File: src/rtl/axi_rd_arbiter.sv
// axi_rd_arbiter: shares one AXI read channel between an instruction-fetch
// requester and a data-read requester. One AXI read is outstanding at a time:
// IDLE grants a requester, ADDR presents AR, DATA forwards R beats to the owner.
// Handshakes: a transfer happens on a rising edge where valid and ready are both 1;
// the source holds valid and its payload stable until that edge.
module axi_rd_arbiter #(
  parameter logic [3:0] ID_INST = 4'd0,
  parameter logic [3:0] ID_DATA = 4'd1
) (
  input  logic        clock,
  input  logic        reset,
  input  logic        io_inst_req_valid,
  output logic        io_inst_req_ready,
  input  logic [31:0] io_inst_req_addr,
  input  logic [7:0]  io_inst_req_len,
  input  logic [2:0]  io_inst_req_size,
  output logic        io_inst_resp_valid,
  input  logic        io_inst_resp_ready,
  output logic [31:0] io_inst_resp_data,
  output logic        io_inst_resp_last,
  output logic        io_inst_resp_err,
  input  logic        io_data_req_valid,
  output logic        io_data_req_ready,
  input  logic [31:0] io_data_req_addr,
  input  logic [7:0]  io_data_req_len,
  input  logic [2:0]  io_data_req_size,
  output logic        io_data_resp_valid,
  input  logic        io_data_resp_ready,
  output logic [31:0] io_data_resp_data,
  output logic        io_data_resp_last,
  output logic        io_data_resp_err,
  output logic [3:0]  io_axi_ar_bits_id,
  output logic [31:0] io_axi_ar_bits_addr,
  output logic [7:0]  io_axi_ar_bits_len,
  output logic [2:0]  io_axi_ar_bits_size,
  output logic [1:0]  io_axi_ar_bits_burst,
  output logic [1:0]  io_axi_ar_bits_lock,
  output logic [3:0]  io_axi_ar_bits_cache,
  output logic [2:0]  io_axi_ar_bits_prot,
  output logic        io_axi_ar_valid,
  input  logic        io_axi_ar_ready,
  input  logic [3:0]  io_axi_r_bits_id,
  input  logic [31:0] io_axi_r_bits_data,
  input  logic [1:0]  io_axi_r_bits_resp,
  input  logic        io_axi_r_bits_last,
  input  logic        io_axi_r_valid,
  output logic        io_axi_r_ready,
  output logic [1:0]  o_dbg_state
);

  typedef enum logic [1:0] {
    ST_IDLE = 2'd0,
    ST_ADDR = 2'd1,
    ST_DATA = 2'd2
  } state_t;

  state_t      r_state;
  state_t      w_next_state;
  logic        r_owner_data;   // 1: current transaction belongs to the data port
  logic        r_last_data;    // 1: most recent grant went to the data port
  logic [31:0] r_addr;
  logic [7:0]  r_len;
  logic [2:0]  r_size;
  logic        w_grant_inst;
  logic        w_grant_data;
  logic        w_pick_data;
  logic        w_unused_rid;

  // With a single transaction in flight the R id carries no routing information.
  assign w_unused_rid = ^io_axi_r_bits_id;

  // Address channel fields come straight from the latched request.
  assign io_axi_ar_bits_id    = r_owner_data ? ID_DATA : ID_INST;
  assign io_axi_ar_bits_addr  = r_addr;
  assign io_axi_ar_bits_len   = r_len;
  assign io_axi_ar_bits_size  = r_size;
  assign io_axi_ar_bits_burst = 2'b01;
  assign io_axi_ar_bits_lock  = 2'b00;
  assign io_axi_ar_bits_cache = 4'b0000;
  assign io_axi_ar_bits_prot  = 3'b000;
  assign o_dbg_state          = r_state;

  // State register.
  always_ff @(posedge clock or posedge reset) begin
    if (reset) r_state <= ST_IDLE;
    else       r_state <= w_next_state;
  end

  // Latch the granted request and remember who won for round-robin.
  always_ff @(posedge clock or posedge reset) begin
    if (reset) begin
      r_owner_data <= 1'b0;
      r_last_data  <= 1'b0;
      r_addr       <= 32'd0;
      r_len        <= 8'd0;
      r_size       <= 3'd0;
    end else if (w_grant_data || w_grant_inst) begin
      r_owner_data <= w_grant_data;
      r_last_data  <= w_grant_data;
      r_addr       <= w_grant_data ? io_data_req_addr : io_inst_req_addr;
      r_len        <= w_grant_data ? io_data_req_len  : io_inst_req_len;
      r_size       <= w_grant_data ? io_data_req_size : io_inst_req_size;
    end
  end

  // Next-state, grant and channel steering.
  always_comb begin
    w_next_state       = r_state;
    w_grant_inst       = 1'b0;
    w_grant_data       = 1'b0;
    io_inst_req_ready  = 1'b0;
    io_data_req_ready  = 1'b0;
    io_axi_ar_valid    = 1'b0;
    io_axi_r_ready     = 1'b0;
    io_inst_resp_valid = 1'b0;
    io_inst_resp_data  = 32'd0;
    io_inst_resp_last  = 1'b0;
    io_inst_resp_err   = 1'b0;
    io_data_resp_valid = 1'b0;
    io_data_resp_data  = 32'd0;
    io_data_resp_last  = 1'b0;
    io_data_resp_err   = 1'b0;
    // Data wins unless instruction also requests and data had the last grant.
    w_pick_data = io_data_req_valid && (!io_inst_req_valid || !r_last_data);
    case (r_state)
      ST_IDLE: begin
        if (!reset) begin
          w_grant_data = w_pick_data;
          w_grant_inst = io_inst_req_valid && !w_pick_data;
        end
        io_data_req_ready = w_grant_data;
        io_inst_req_ready = w_grant_inst;
        if (w_grant_data || w_grant_inst) w_next_state = ST_ADDR;
      end
      ST_ADDR: begin
        io_axi_ar_valid = 1'b1;
        if (io_axi_ar_ready) w_next_state = ST_DATA;
      end
      ST_DATA: begin
        if (r_owner_data) begin
          io_axi_r_ready     = io_data_resp_ready;
          io_data_resp_valid = io_axi_r_valid;
          io_data_resp_data  = io_axi_r_bits_data;
          io_data_resp_last  = io_axi_r_bits_last;
          io_data_resp_err   = (io_axi_r_bits_resp != 2'b00);
        end else begin
          io_axi_r_ready     = io_inst_resp_ready;
          io_inst_resp_valid = io_axi_r_valid;
          io_inst_resp_data  = io_axi_r_bits_data;
          io_inst_resp_last  = io_axi_r_bits_last;
          io_inst_resp_err   = (io_axi_r_bits_resp != 2'b00);
        end
        if (io_axi_r_valid && io_axi_r_ready && io_axi_r_bits_last) w_next_state = ST_IDLE;
      end
      default: w_next_state = ST_IDLE;
    endcase
  end

endmodule
File: config.mk
export PLATFORM = sky130hd
export DESIGN_NAME = axi_rd_arbiter
export DESIGN_NICKNAME = d
export VERILOG_FILES = /design/src/rtl/axi_rd_arbiter.sv
export SDC_FILE = /design/constraint.sdc
export NUM_CORES = 1
export LEC_CHECK = 0
export BUFFER_PORTS_ARGS = -buffer_cell sky130_fd_sc_hd__buf_4
export CAP_MARGIN = 20
export CORE_AREA = 2 2 102 104
export DETAILED_ROUTE_END_ITERATION = 6
export DIE_AREA = 0 0 104 106
export HOLD_SLACK_MARGIN = 0.06
export PLACE_DENSITY = 0.7
export SLEW_MARGIN = 15
export SYNTH_ARGS = -nofsm -noshare
export SYNTH_HDL_FRONTEND = slang
export SYNTH_SLANG_ARGS = --single-unit
File: constraint.sdc
create_clock -name clock -period 1.95 [get_ports clock]
set_input_delay 0.39 -clock clock [delete_from_list [all_inputs] [get_ports clock]]
set_output_delay 0.39 -clock clock [all_outputs]
set_load 0.01 [all_outputs]
* Word-level counts from Yosys, hierarchy flattened *
Index checks and enable logic that the tools add are counted.
Widths: inputs -> output; s select.

cells by class
  $add $sub $neg = 0
  multiply operators = 0
  div/mod/pow operators = 0
  magnitude comparators = 0
  equality and inequality tests = 5
  shifts and indexed selects = 0
  mux-type cells = 34
  bitwise logic cells = 0
  reductions and logical operators = 13

operators by type and width
  cell                number
  $mux 32             5
  $mux 1              23
  $mux 8              1
  $mux 2              3
  $ne 2x2->1 const B  3
  $pmux 2 s3          1
  $logic_and 1x1->1   4
  $logic_not 1->1     3
  $logic_or 1x1->1    3
  $mux 3              1
  $reduce_and 3->1    1
  $eq 2x1->1 const B  1
  $eq 2x2->1 const B  1
  $logic_not 2->1     1
  $reduce_bool 2->1   1

word-level totals
  register bits = 46
  bits in latches = 0
  RAM bits = 0
  memory bits (read-only) = 0
  word-level logic and storage cells = 57
  memories kept = 0

* Depth between registers and ports, before layout *
Gate-level depths: netlist of run 1.

  depth after elaboration = 10
  mapped depth = 7
  depth with buffers taken out = 3

* Worst setup path before layout of run 1 *
OpenSTA, ideal clock, no wires.

  path kind = reg-to-output
  from = reg r_state[1], in the netlist o_dbg_state[1]
  to = out io_inst_req_ready
  arrival = 1632 ps
  data required time = 1560 ps
  slack = -72 ps
  cell stages (with the launch flop) = 6
  path buffers = 3
  path through = dfrtp_1 > or3_1 > buf_2 > buf_2 > clkbuf_1 > nor3_1

on the way
  longest elaborated chain between the ends = 2

RTL lines
  element                   RTL line  text
  start: declaration        57        state_t r_state;
  start signal: assignment  86        else r_state <= w_next_state;
  $logic_not 2->1           125       case (r_state)
  $mux 1                    125
  end: declaration          13        output logic io_inst_req_ready,

No other way between the ends.

* Final worst setup path of run 1 *
  from = reg r_state[1], in the netlist o_dbg_state[1]
  to = out io_data_resp_data[30]

on the way
  longest elaborated chain between the ends = 2

RTL lines
  element           RTL line  text
  $eq 2x2->1        125
  $mux 32           125
  end: declaration  29        output logic [31:0] io_data_resp_data,

No other way between the ends.

==> impl_metrics.csv, run 1 <==
group,metric,value,unit
route,first_pass_iters,5,
logic_synthesis,synth_top_family_by_area,"simple AND/OR/NAND/NOR gates",
critical_path,crit_fanout,18,
critical_path,critPathArrivalTime,1550,ps
logic_synthesis,syn_avg_cell_area,8.32,sq um
power,leakagePower,2.65,nW
sta,rsz0062_at_grt,"yes",
power,p_switching,2.74,mW
floorplan,start_util,0.318,
min_path,min_path_type,"primary input to async pin",
logic_synthesis,synth_xor_area_frac,0,
sta,final-hold-violation-count,0,
floorplan,die_area,0.0110,sq mm
logic_synthesis,ys_warn_count,0,
floorplan,die_w,104,microns
logic_synthesis,ys_ff_latch,46,
sta,setup_violations,0,
final_layout,final_area,0.00545,sq mm
power,clkPwrFrac,0.101,
sta,fin_ws,5.85,ps
sta,clock.fmax,514,MHz
route,ant_nets,0,
power,ir_drop,0.000573,V
final_layout,diodes,0,
clocking,clk-insertion-delay-late,300,ps
final_layout,drive_gt1_frac,0.499,
global_routing,grt_pass1_vias,3924,
global_routing,grt_usage,0.221,
critical_path,start_kind,"register",
placement,dp_hpwl,9.17,mm
critical_path,worstPathRequired,1560,ps
sta,finClkSkew,10.1,ps
route,vias,4078,
logic_synthesis,synth_area,0.00318,sq mm
critical_path,endpoint_kind,"primary output",
clocking,h-tree-depth,2,
global_routing,grt_overflow,0,
route,first_iter_violations,269,
clocking,clock_sinks,46,
critical_path,path_class,"register to primary output",
logic_synthesis,synth-compound-area-share,0.204,
logic_synthesis,synth_ff_type,"dfrtp_1",
global_routing,antenna_found_initial,0,
sta,timing.final.crit_period,1940,ps
logic_synthesis,syn_inst,382,
sta,drv_slew,0,
logic_synthesis,async_flop_share,1.00,
power,sw_frac_of_total,0.417,
final_layout,final_common_cell,"buf_4",
floorplan,core_area,0.0100,sq mm
placement,dpl-instance-area,0.00515,sq mm
flow_run,timing.max_cap.violations,0,
global_routing,grt_pass1_wl,20.3,mm
placement,portBuffers,248,
power,pwr-share-comb,0.629,
logic_synthesis,seq_area_frac_synth,0.362,
sta,fin_tns_setup,0,ps
placement,pre_cts_slack,2.75,ps
power,p_seq_frac,0.270,
clocking,clk_pin_slew,90,ps
route,drc,0,
clocking,holdBufCountCts,0,
route,wirelength,13.1,mm
placement,dp.cells,731,
outcome,status,"finished, final reports clean",
power,power.internal,3.84,mW
clocking,cts_buffer_depth,2,
final_layout,layout_common_cells,"261 x buf_4, 45 x dfrtp_1",
logic_synthesis,synthSimpleGateAreaFrac,0.313,
route,viasPerCell,5.46,
logic_synthesis,yosys-mux-area-fraction,0.00354,
clocking,cts_buffers,5,
sta,timing.final.crit_share,0.997,
final_layout,layout.nets,743,
route,wl_per_cell,17.5,microns
floorplan,ios,267,
logic_synthesis,synthAdderAreaFrac,0,
logic_synthesis,synth-edff-count,0,
floorplan,rows,37,
placement,place_congestion,0.800,
clocking,cts_root_buf,"clkbuf_8",
final_layout,area_growth,71.4,%
power,p_per_area,1210,mW/mm^2
final_layout,layoutNonFillerInstCount,747,
logic_synthesis,yosysUniqueCellTypes,30,
clocking,cts_tree,"yes",
floorplan,die_y,106,microns
global_routing,grt_max_degree,46,
## kinds of logic after synthesis
family	Yosys count
simple gates	168
compound gates	93
mux	1
flops	46
buf+inv	72
other cells	2
## registers in the layout (all words and copies together), names as in the netlist
signal               flops
io_axi_ar_bits_len       8
io_axi_ar_bits_addr     32
r_last_data              1
o_dbg_state              2
io_axi_ar_bits_size      3
## per-stage QoR
step,utilization,hold WS (ps),power [mW]
floorplan,-,530,3.72
global placement,0.515,464,5.55
detailed placement,0.515,474,5.63
CTS,0.535,143,6.47
global route,0.545,160,7.05
finish,0.545,131,6.58
## final cells by class
class                           instances  area [sq um]
Fill cell                             954          4550
Tap cell                              136           170
Inverter                                3          11.3
Multi-Input combinational cell        276          1770
Clock inverter                          1          8.76
Timing Repair Buffer                  278          2230
Sequential cell                        46          1150
Clock buffer                            7          96.3
## power groups by stage
stage               combinational [mW]  clock (mW)  sequential, mW
global placement                  3.78           0            1.77
finish                            4.14       0.663            1.78
global route                      4.48       0.731            1.84
CTS                               4.01       0.692            1.78
detailed placement                3.86           0            1.78
floorplan                         1.75           0            1.96
## final timing paths
check | start | end | slack [ps] | depth (start not counted)
max in group asynchronous | reset | io_axi_ar_bits_addr[13] | 1180 | 3
worst min register to register | io_axi_ar_bits_len[5] | io_axi_ar_bits_len[5] | 560 | 2
worst max-delay path | o_dbg_state[1] | io_data_resp_data[30] | 6 | 5
worst max register to register | o_dbg_state[0] | io_axi_ar_bits_addr[10] | 150 | 6
worst min-delay path | reset | o_dbg_state[1] | 130 | 2
min in group clock | io_axi_ar_ready | o_dbg_state[1] | 320 | 2
## layer usage
| layer | track usage | vias to the layer above | part of all wire |
|---|---|---|---|
| met5 | 0 | - | 0 |
| met4 | 0.0425 | 0 | 0.013 |
| met3 | 0.0546 | 19 | 0.096 |
| met2 | 0.352 | 239 | 0.47 |
| met1 | 0.307 | 1933 | 0.42 |
| li1 | - | 1887 | - |
## synth_stat cells, types with 2 or more instances
master,n,area [sq um]
dfrtp_1,46,1150
buf_1,5,18.8
nor3_1,44,220
nand2b_1,3,18.8
and3_1,34,213
nor2b_1,3,18.8
buf_6,5,56.3
a31oi_1,43,269
o21ai_0,2,10.0
buf_2,3,15.0
inv_1,2,7.51
o31ai_1,43,323
nand4_1,43,269
clkbuf_1,41,154
buf_4,15,113
conb_1,2,7.51
and2_1,35,219
## what timing repair did
item,in CTS,in global routing
endpoints found under the setup margin,38,73
cloned,1,2
resized for setup,12,13
pin swaps,2,4
setup buffers,2,4
## worst max-delay path: stages, from the launching register on
cell	delay [ps]
dfrtp_1	390
buf_6	130
nor2b_4	240
clkbuf_16	210
and3_1	170
buf_4	120
Power figures use the tool's default switching activity.
==> inputs of run 2 (changes only) <==
--- a/config.mk
+++ b/config.mk
@@ -7,11 +7,11 @@
 export LEC_CHECK = 0
 export BUFFER_PORTS_ARGS = -buffer_cell sky130_fd_sc_hd__buf_4
 export CAP_MARGIN = 20
-export CORE_AREA = 2 2 102 104
+export CORE_AREA = 2 2 104 106
 export DETAILED_ROUTE_END_ITERATION = 6
-export DIE_AREA = 0 0 104 106
+export DIE_AREA = 0 0 106 108
 export HOLD_SLACK_MARGIN = 0.06
-export PLACE_DENSITY = 0.7
+export PLACE_DENSITY = 0.68
 export SLEW_MARGIN = 15
 export SYNTH_ARGS = -nofsm -noshare
 export SYNTH_HDL_FRONTEND = slang
==> constraint.sdc (replaced) <==
create_clock -name clock -period 2.24 [get_ports clock]
set_input_delay 0.448 -clock clock [delete_from_list [all_inputs] [get_ports clock]]
set_output_delay 0.448 -clock clock [all_outputs]
set_load 0.01 [all_outputs]
==> run 2 against run 1 <==
Non-clock buffer count down 13. Hold slack better by 85 ps. Final cell count down 1.9%. Critical path depth up 1. Power down 19%. Clock skew down 3.4 ps. Sequential share of layout area up 1.2 points. Global-route usage down 0.47 points. Largest cell class unchanged.
==> impl_metrics.csv, run 2 (synthesis gave the netlist of run 1 again) <==
group,metric,value,unit
outcome,status,"finished, final reports clean",
floorplan,rows,37,
sta,worst_pin_slew,504,ps
floorplan,die_y,108,microns
global_routing,grtUsageMet1,0.309,
final_layout,final_common_cell,"buf_4",
global_routing,grt_usage,0.216,
floorplan,ios,267,
clocking,clk-insertion-delay-late,290,ps
sta,holdWs,215,ps
clocking,holdBufCountCts,0,
critical_path,rr_startpoint,"o_dbg_state[1]",
global_routing,use_met2,0.344,
power,p_per_area,1030,mW/mm^2
global_routing,grt_use_met3,0.0518,
placement,portBuffers,248,
power,sw_frac_of_total,0.431,
floorplan,die_area,0.0114,sq mm
critical_path,crit_chain,"buf_4, nand2b_1, nor2_1, buf_4, and2_1, buf_4",
clocking,h-tree-depth,2,
placement,dp.cells,726,
flow_run,timing.max_cap.violations,0,
floorplan,die_w,106,microns
sta,drv_slew,0,
critical_path,cp_common_cell,"buf_4",
clocking,clk_pin_slew,90,ps
power,leakagePower,2.52,nW
sta,finClkSkew,6.69,ps
sta,fin_tns_setup,0,ps
critical_path,start_kind,"register",
clocking,cts_buffer_depth,2,
global_routing,grt_pass1_wl,20.0,mm
sta,clock.fmax,466,MHz
clocking,post_cts_buffers,0,
critical_path,path_class,"register to primary output",
final_layout,largest_reg_flops,32,
final_layout,layout.nets,730,
critical_path,endpoint_kind,"primary output",
sta,rsz0062_at_grt,"no",
route,first_iter_violations,329,
sta,setup_violations,0,
route,drc,0,
sta,timing.final.crit_period,2150,ps
global_routing,grt_pass1_vias,3645,
clocking,clock_sinks,46,
clocking,cts_root_buf,"clkbuf_8",
critical_path,slowest_delay,390,ps
global_routing,grt_overflow,0,
power,clkPwrFrac,0.093,
critical_path,critPathArrivalTime,1700,ps
placement,dp_hpwl,9.91,mm
critical_path,worstPathRequired,1790,ps
global_routing,grt_max_degree,47,
min_path,min_path_type,"primary input to async pin",
sta,final-hold-violation-count,0,
critical_path,r2r_end,"io_axi_ar_bits_addr[25]",
final_layout,drive_gt1_frac,0.469,
floorplan,start_util,0.311,
critical_path,r2r_setup_slack,490,ps
power,pwr-share-comb,0.616,
route,wl_per_cell,18.2,microns
critical_path,crit_fanout,35,
route,wirelength,13.4,mm
placement,place_congestion,0.770,
clocking,cts_tree,"yes",
floorplan,core_area,0.0102,sq mm
final_layout,layout_common_cells,"263 x buf_4, 46 x dfrtp_1, 44 x nor3_1",
power,p_switching,2.29,mW
route,first_pass_iters,5,
route,vias,3937,
sta,timing.final.crit_share,0.958,
critical_path,r2r_cells,4,
route,ant_nets,0,
final_layout,layoutNonFillerInstCount,733,
power,p_seq_frac,0.291,
power,power.internal,3.02,mW
sta,max-slew-margin-rel,0.663,
global_routing,antenna_found_initial,0,
final_layout,area_growth,62.1,%
power,ir_drop,0.000510,V
clocking,cts_buffers,5,
global_routing,grt.busiest_layer,"met2",
critical_path,slowest_stage,"dfrtp_1",
final_layout,diodes,0,
route,viasPerCell,5.37,
-- run 2: power groups by stage --
| stage | clock, mW | combinational (mW) | sequential, mW |
|---|---|---|---|
| finish | 0.496 | 3.26 | 1.54 |
| global route | 0.544 | 3.52 | 1.59 |
| CTS | 0.521 | 3.27 | 1.54 |
| detailed placement | 0 | 3.27 | 1.55 |
| global placement | 0 | 3.21 | 1.54 |
| floorplan | 0 | 1.52 | 1.71 |
-- run 2: per-stage QoR --
stage,area (sq um),utilization,setup WS [ps],total power [mW]
6_report,5150,0.504,94.4,5.30
5_1_grt,5150,0.504,19.9,5.66
2_1_floorplan,3220,-,160,3.23
4_1_cts,5150,0.503,45.2,5.34
3_3_place_gp,5070,0.495,226,4.75
3_5_place_dp,5070,0.495,224,4.83
-- run 2: critical path, delay by kind of cell (launching register included) --
family,cells,cell delay (ps)
and+or+nand+nor,3,440
buffers and inverters,3,580
DFF,1,390
-- run 2: routing by layer --
layer | vias to the layer above | routed length (microns)
met2 | 208 | 6400
met4 | 0 | 59
met5 | - | 0
met1 | 1878 | 5800
li1 | 1845 | -
met3 | 6 | 1110
-- run 2: repair_timing --
item | CTS | global route
resized for setup | 0 | 1
endpoints found under the hold margin | 0 | 0
endpoints found under the setup margin | 0 | 1
-- run 2: final cells by class --
class,instances,area [sq um]
fill,986,5080
clock inverter,1,7.51
inverter,3,11.3
timing repair buffer,265,2010
sequential,46,1150
multi-input combinational,276,1730
clock buffer,6,72.6
tap,136,170
-- run 2: worst max path at each step --
stage / startpoint / to / slack [ps]
2_1_floorplan: o_dbg_state[1] / io_inst_req_ready / 160
3_3_place_gp: reset / io_data_req_ready / 230
3_5_place_dp: reset / io_axi_ar_bits_addr[27] / 220
4_1_cts: o_dbg_state[1] / io_data_req_ready / 50
5_1_grt: o_dbg_state[0] / io_inst_resp_data[30] / 20
6_report: o_dbg_state[0] / io_inst_resp_data[11] / 90
